--- src/rtl/ternary_peirce_sign_encoder.sv ---
// ternary_peirce_sign_encoder
// Turns a Peircean sign class number (1..10) into its trichotomy triple
// (I, II, III) and streams it out as three 2-bit trit beats.
// Invalid class numbers are flagged, counted, and either emitted as a
// fault triad (FAULT_ON_INVALID=1) or silently dropped.
//
// Ports:
//   clk, rst_n            clock, asynchronous active-low reset
//   in_valid/in_ready     class handshake, in_class[3:0] class number
//   out_valid/out_ready   beat handshake
//   out_trit[1:0]         00=-1, 01=0, 10=+1, 11=fault
//   out_pos[1:0]          trichotomy index 0=I, 1=II, 2=III
//   out_last              III beat marker
//   out_fault             beat belongs to an invalid-class triad
//   err_pulse             one cycle after each accepted invalid class
//   busy                  triad in progress
//   sign_count/err_count  saturating statistics counters
//
// state | meaning
// IDLE  | no triad pending, ready for a class
// EMIT  | driving beat 'beat' of the held triple
module ternary_peirce_sign_encoder #(
  parameter bit FAULT_ON_INVALID = 1'b1,
  parameter int CNT_W            = 8
) (
  input  logic             clk,
  input  logic             rst_n,
  input  logic             in_valid,
  output logic             in_ready,
  input  logic [3:0]       in_class,
  output logic             out_valid,
  input  logic             out_ready,
  output logic [1:0]       out_trit,
  output logic [1:0]       out_pos,
  output logic             out_last,
  output logic             out_fault,
  output logic             err_pulse,
  output logic             busy,
  output logic [CNT_W-1:0] sign_count,
  output logic [CNT_W-1:0] err_count
);

  typedef enum logic {IDLE = 1'b0, EMIT = 1'b1} state_t;

  state_t     state, state_nxt;
  logic [1:0] beat, beat_nxt;
  logic [5:0] hold, hold_nxt;   // {III, II, I}
  logic       fault, fault_nxt;

  logic       class_ok;
  logic       accept;
  logic       start;
  logic       beat_hs;
  logic       last_hs;

  // Triple packed as {III, II, I}
  function automatic logic [5:0] class_triple(input logic [3:0] c);
    case (c)
      4'd1:    class_triple = 6'b00_00_00;
      4'd2:    class_triple = 6'b00_00_01;
      4'd3:    class_triple = 6'b00_01_01;
      4'd4:    class_triple = 6'b01_01_01;
      4'd5:    class_triple = 6'b00_00_10;
      4'd6:    class_triple = 6'b00_01_10;
      4'd7:    class_triple = 6'b01_01_10;
      4'd8:    class_triple = 6'b00_10_10;
      4'd9:    class_triple = 6'b01_10_10;
      4'd10:   class_triple = 6'b10_10_10;
      default: class_triple = 6'b11_11_11;
    endcase
  endfunction

  assign class_ok = (in_class >= 4'd1) && (in_class <= 4'd10);
  assign accept   = in_valid & in_ready;
  // Dropped invalid classes are accepted but never start a triad
  assign start    = accept & (class_ok | FAULT_ON_INVALID);
  assign beat_hs  = out_valid & out_ready;
  assign last_hs  = beat_hs & (beat == 2'd2);

  always_ff @(posedge clk or negedge rst_n) begin
    if (!rst_n) begin
      state <= IDLE;
      beat  <= 2'd0;
      hold  <= 6'd0;
      fault <= 1'b0;
    end else begin
      state <= state_nxt;
      beat  <= beat_nxt;
      hold  <= hold_nxt;
      fault <= fault_nxt;
    end
  end

  always_comb begin
    state_nxt = state;
    beat_nxt  = beat;
    hold_nxt  = hold;
    fault_nxt = fault;
    in_ready  = 1'b0;
    case (state)
      IDLE: begin
        in_ready = 1'b1;
        if (start) begin
          state_nxt = EMIT;
          beat_nxt  = 2'd0;
          hold_nxt  = class_triple(in_class);
          fault_nxt = ~class_ok;
        end
      end
      EMIT: begin
        // Only the final beat's handshake frees the holding register
        in_ready = (beat == 2'd2) & out_ready;
        if (beat_hs) begin
          if (beat == 2'd2) begin
            beat_nxt = 2'd0;
            if (start) begin
              state_nxt = EMIT;
              hold_nxt  = class_triple(in_class);
              fault_nxt = ~class_ok;
            end else begin
              state_nxt = IDLE;
            end
          end else begin
            beat_nxt = beat + 2'd1;
          end
        end
      end
      default: begin
        state_nxt = IDLE;
        beat_nxt  = 2'd0;
      end
    endcase
  end

  logic [1:0] held_trit;
  always_comb begin
    case (beat)
      2'd0:    held_trit = hold[1:0];
      2'd1:    held_trit = hold[3:2];
      default: held_trit = hold[5:4];
    endcase
  end

  assign out_valid = (state == EMIT);
  assign busy      = (state == EMIT);
  assign out_pos   = beat;
  assign out_last  = (state == EMIT) && (beat == 2'd2);
  assign out_fault = (state == EMIT) && fault;
  // Idle bus rests at the neutral trit (0 / Secondness)
  assign out_trit  = (state != EMIT) ? 2'b01 : (fault ? 2'b11 : held_trit);

  always_ff @(posedge clk or negedge rst_n) begin
    if (!rst_n) begin
      err_pulse  <= 1'b0;
      err_count  <= '0;
      sign_count <= '0;
    end else begin
      err_pulse <= accept & ~class_ok;
      if (accept && !class_ok && (err_count != {CNT_W{1'b1}}))
        err_count <= err_count + CNT_W'(1);
      if (last_hs && !fault && (sign_count != {CNT_W{1'b1}}))
        sign_count <= sign_count + CNT_W'(1);
    end
  end

endmodule

--- config.mk ---
export PLATFORM = sky130hd
export DESIGN_NAME = ternary_peirce_sign_encoder
export DESIGN_NICKNAME = d
export VERILOG_FILES = /design/src/rtl/ternary_peirce_sign_encoder.sv
export SDC_FILE = /design/constraint.sdc
export NUM_CORES = 1
export LEC_CHECK = 0
export CORE_ASPECT_RATIO = 1.25
export CORE_MARGIN = 2
export CORE_UTILIZATION = 50
export CTS_BUF_LIST = sky130_fd_sc_hd__clkbuf_4
export DETAILED_ROUTE_END_ITERATION = 10
export GPL_TIMING_DRIVEN = 1
export PLACE_DENSITY = 0.8
export SLEW_MARGIN = 20
export SYNTH_ARGS = -nofsm -noshare
export SYNTH_HDL_FRONTEND = slang
export SYNTH_SLANG_ARGS = --single-unit
--- constraint.sdc ---
create_clock -name clk -period 2.4 [get_ports clk]
set_clock_uncertainty 0.05 [all_clocks]
set_input_delay 0.24 -clock clk [delete_from_list [all_inputs] [get_ports clk]]
set_output_delay 0.24 -clock clk [all_outputs]
set_load 0.01 [all_outputs]
---- Word-level counts from Yosys, hierarchy flattened ----
Memories as Yosys holds them, arrays and structs flattened.
Cells that the tools add are included.
cells by class
  $add $sub $neg .......................... 3
  magnitude comparators ................... 2
  equal/unequal tests ..................... 8
  multiplexer cells ....................... 21
  bitwise operators ....................... 7
  reductions and logical operators ........ 13
operator list
  kind                                                 number
  two-way mux 6 bit                                    4
  adder 8 x 1 -> 8 bit, second input constant          2
  != test 8 bit, second input constant                 2
  case mux 6 bit (2 select lines)                      1
  two-way mux 2 bit                                    5
  case mux 2 bit (2 select lines)                      2
  logical AND 1 bit                                    7
  two-way mux 1 bit                                    6
  != test 2 x 1 -> 1 bit, second input constant        3
  case mux 1 bit (2 select lines)                      3
  AND 1 bit                                            5
  >= comparator 4 x 1 -> 1 bit, second input constant  1
  <= comparator 4 bit, second input constant           1
  AND reduction 2 bit                                  2
  AND reduction 4 bit                                  1
  adder 2 x 1 -> 2 bit, second input constant          1
  == test 2 x 1 -> 1 bit, second input constant        1
  == test 2 bit, second input constant                 1
  logical NOT 1 bit                                    2
  logical NOT 2 bit                                    1
  != test 2 bit, second input constant                 1
  inverter 1 bit                                       2
storage, ports and cells
  register bits after elaboration ......... 27
  bits in read-only memories .............. 192
  output and inout port bits .............. 26
  word-level logic and storage cells ...... 63
  memories kept ........................... 2
memory list
  name              depth  width  read ports  clocked after Yosys merged registers in  wr ports  line  source
  (name not given)  16     6      1           0                                        0         58    case (c)
  (name not given)  16     6      1           0                                        0         58

---- Depth between registers and ports, before layout ----
  word-level depth ........................ 8
  mapped depth ............................ 7
  depth with buffers taken out ............ 7

---- Worst setup path after synthesis ----
No wires, ideal clock.
  path type ............................... register to register
  start ................................... register beat[0], in the netlist out_pos[0]
  end ..................................... register err_count[1]
  setup time .............................. 0.125 ns
  arrival time ............................ 1.594 ns
  required time ........................... 2.225 ns
  slack ................................... 0.631 ns
  cell stages (with the launch flop) ...... 6
  clock period less this slack ............ 1.769 ns
  cells stage by stage .................... dfrtp_1 -> buf_6 -> nand3b_4 -> a21bo_4 -> nor3_4 -> mux2_2
between the ends
  longest elaborated chain between the ends .. 6
ends and longest elaborated chain
  what                             line  source
  start, declared                  46    logic [1:0] beat, beat_nxt;
  start signal, assigned           88    beat <= beat_nxt;
  == test 2 bit                    112   in_ready = (beat == 2'd2) & out_ready;
  AND 1 bit                        112
  case mux 1 bit (2 select lines)  100   case (state)
  AND 1 bit                        74    assign accept = in_valid & in_ready;
  logical AND 1 bit (2 in a row)   159   if (accept && !class_ok && (err_count != {CNT_W{1'b1}}))
  end signal, assigned             160   err_count <= err_count + CNT_W'(1);
  end, declared                    40    output logic [CNT_W-1:0] err_count
No other way between the ends.
A chain may end at the register's enable or synchronous reset.

---- Worst setup path after layout ----
  start ................................... register beat[0], in the netlist out_pos[0]
  end ..................................... output out_trit[0]
between the ends
  longest elaborated chain between the ends .. 4
ends and longest elaborated chain
  what                                                                line  source
  == test 2 x 1 -> 1 bit / logical NOT 2 bit (equally long branches)  137   case (beat)
  case mux 2 bit (2 select lines) (*)                                 137
  two-way mux 2 bit (*) (2 in a row)                                  150   assign out_trit = (state != EMIT) ? 2'b01 : (fault ? 2'b11 : held_trit);
  end, declared                                                       33    output logic [1:0] out_trit,
Every way passes the cells marked *; elsewhere a longest branch is shown, timed or not.

==> results.py <==
metrics = {
    "clock_network": {
        "cts_tree": "yes",
        "root_buffer": "clkbuf_4",
        "clkLatencyLatePin_ns": 0.32,
        "cts.repair.resized": 0,
        "clock_sinks": 27,
        "clk_pin_slew_ns": 0.15,
        "postCtsSetupRepairBufs": 0,
        "cts_made_buffers": 3,
        "htree_levels": 1,
        "ctsHoldBuffers": 0,
        "cts_buffer_depth": 2,
    },
    "grt": {
        "busiest_layer": "met2",
        "grt_use_met1": 0.2036,
        "grt_use_met2": 0.3406,
        "grt_use_total": 0.1845,
        "grt_max_degree": 28,
        "grt.overflow.total": 0,
        "grt_pass1_vias": 1088,
        "use_met3": 0.02304,
        "grt_pass1_wl_um": 4705,
        "antenna_found_initial": 0,
    },
    "floorplan": {
        "ioPinCount": 34,
        "floorplan.initialDensity": 0.5348,
        "rows": 21,
        "die_w_um": 52.36,
        "dieHeight_um": 64.45,
        "die-area_sq_um": 3374,
        "coreArea_sq_um": 2733,
    },
    "layout": {
        "area_growth_pct": 26.11,
        "num-fill-cells": 220,
        "diodes": 0,
        "fin_nets": 192,
        "layout.cells.non_filler": 209,
        "layout-drive-gt1-share": 0.08571,
        "design_area_sq_um": 1843,
    },
    "setup_path": {
        "r2r_cells": 4,
        "path_cells": "mux2_2 > mux2i_1 > nand3_1 > clkdlybuf4s50_1",
        "critPathSlowestCell": "dfrtp_1",
        "r2r_slack_ns": 0.51,
        "crit_type": "reg2out",
        "endpoint_kind": "output pin",
        "slowest_delay_ns": 0.55,
        "required_ns": 2.11,
        "r2r-start": "out_pos[0]",
        "critPathLaunchType": "register",
        "crit_buf_inv": 1,
        "crit_family": "flip-flops",
        "cp.arrival_ns": 1.97,
        "r2r_end": "err_count[1]",
        "cp_max_fo": 9,
    },
    "flow_run": {
        "maxCapViolCount": 0,
    },
    "timing": {
        "setup_violations": 0,
        "min_period_over_period": 0.9409,
        "worstMarginPinSlew_ns": 0.5775,
        "fmax_ghz": 0.4429,
        "fin_tns_setup_ns": 0,
        "slew_viol_final": 0,
        "finalHoldViolCount": 0,
        "hold_ws_ns": 0.2169,
        "fin_crit_ns": 2.258,
        "rsz0062_at_grt": "no",
        "maxSlewHeadroom": 0.6109,
    },
    "placed_design": {
        "place_congestion": 0.7474,
        "io_buffers": 33,
        "dp_cells": 205,
        "hpwl_um": 2148,
        "post_dp_cell_area_sq_um": 1813,
    },
    "yosys": {
        "synth_top_area_cell": "dfrtp_1",
        "ys_seq_area_frac": 0.4623,
        "syn_nets": 158,
        "synth_top_area_share": 0.4623,
        "synthCells": 142,
        "synth_area_leaders": "dfrtp_1 (46%), ha_1 (6.8%), xnor2_1 (6.0%)",
        "yosys_warnings": 0,
        "yosysUniqueCellTypes": 31,
        "avgSynthCellArea_sq_um": 10.29,
        "synth_area_sq_um": 1461,
        "yosys_register_bits": 27,
    },
    "hold_path": {
        "hold_class": "in2async",
    },
    "detailed_routing": {
        "postRouteAntennaNets": 0,
        "avgRoutedWirePerCell_um": 13.08,
        "vias": 1118,
        "wl_um": 2734,
        "avgViaCountPerCell": 5.349,
        "first_pass_iters": 4,
        "drtIter0Drc": 24,
        "remaining_drc_errors": 0,
    },
    "power_and_ir_drop": {
        "p_per_area_nw_per_um2": 888.6,
        "ir_drop_uv": 547.2,
        "leakagePower_nw": 0.8412,
    },
    "status": {
        "status": "finished, final reports clean",
    },
}
## through the flow
stage / worst slack [ns] / util / power, mW
after CTS: 0.1218 / 0.6745 / 1.659
after global placement: 0.1938 / 0.6635 / 1.421
after floorplan: 0.6309 / - / 1.123
after detailed placement: 0.1376 / 0.6635 / 1.461
after global routing: 0.03325 / 0.6745 / 1.755
final: 0.1420 / 0.6745 / 1.638
## sequential cells by signal, indices dropped and copies added (netlist names)
signal,flops
sign_count,8
err_count,8
fault,1
out_pos,2
err_pulse,1
busy,1
hold,6
## metal layers
metal | part of all wire | routed length [um] | up-vias
met4 | 0.0099 | 27 | 0
li1 | - | - | 550
met3 | 0.030 | 81 | 2
met2 | 0.57 | 1549 | 23
met1 | 0.39 | 1075 | 543
met5 | 0 | 0 | -
## final cells by class
class	count	area (sq um)	share of cell area
clock buffers	3	22.52	0.01222
multi-input cells	104	730.7	0.3965
flip-flops and latches	27	675.6	0.3666
clock inverters	1	7.507	0.004073
repair buffers	35	345.3	0.1874
well taps	34	42.54	0.02308
inverters	5	18.77	0.01018
## Yosys cell counts (all sizes together)
cell and n:
nor3 5, xor2 4, ha 8, a21o 1
o22ai 4, and4 1, nor3b 2, buf 4
inv 5, nand2b 2, nand3 7, a21bo 1
nor2 6, mux2i 3, o21ai 10, a211oi 1
clkbuf 2, mux2 6, dfrtp 27, xnor2 10
and3 4, o21a 1, nor2b 3, nand3b 1
a21oi 2, nand2 18, nand4 3, and2 1
## power breakdown
group / internal (mW) / total [mW] / switching, mW
Clock: 0.0637 / 0.199 / 0.136
Combinational: 0.417 / 0.708 / 0.292
Sequential: 0.582 / 0.730 / 0.148
## how the worst max path moves through the flow
stage | start | end | slack, ns | depth (start not counted)
detailed placement | in_class[0] | err_count[1] | 0.14 | 7
finish | out_pos[0] | out_trit[0] | 0.14 | 4
global placement | in_class[0] | err_count[1] | 0.19 | 7
global route | out_pos[0] | out_trit[0] | 0.03 | 4
CTS | out_pos[0] | out_trit[0] | 0.12 | 4
floorplan | out_pos[0] | err_count[1] | 0.63 | 5
## cell families (layout without fill, tap and decap cells)
| logic type | count (synthesis) | in the layout | synth area share |
|---|---|---|---|
| xor gates and xnor gates | 14 | 14 | 0.08390 |
| DFF | 27 | 27 | 0.4623 |
| AOI/OAI and AO/OA | 20 | 20 | 0.08477 |
| muxes | 9 | 9 | 0.06678 |
| and+or+nand+nor | 53 | 53 | 0.1961 |
| adders and majority gates | 8 | 8 | 0.06850 |
| buffers and inverters | 11 | 44 | 0.03768 |
## layout by cell type (no fill, tap or decap), types with 2 or more instances in the layout
cell type | synthesis | final
dfrtp_1 | 27 | 27
nand2b_1 | 2 | 2
clkbuf_4 | 0 | 3
nor2_1 | 6 | 6
xor2_1 | 4 | 4
nand3_1 | 7 | 7
mux2_2 | 6 | 6
nor3b_1 | 2 | 2
o21ai_0 | 10 | 10
nand4_1 | 3 | 3
nor3_1 | 4 | 4
mux2i_1 | 3 | 3
ha_1 | 8 | 8
xnor2_1 | 10 | 10
clkdlybuf4s50_1 | 0 | 33
a21oi_1 | 2 | 2
o22ai_1 | 4 | 4
and3_1 | 4 | 4
nand2_1 | 18 | 18
buf_4 | 1 | 2
inv_1 | 5 | 5
nor2b_1 | 3 | 3
No activity file was read; power rests on OpenSTA's default activity.
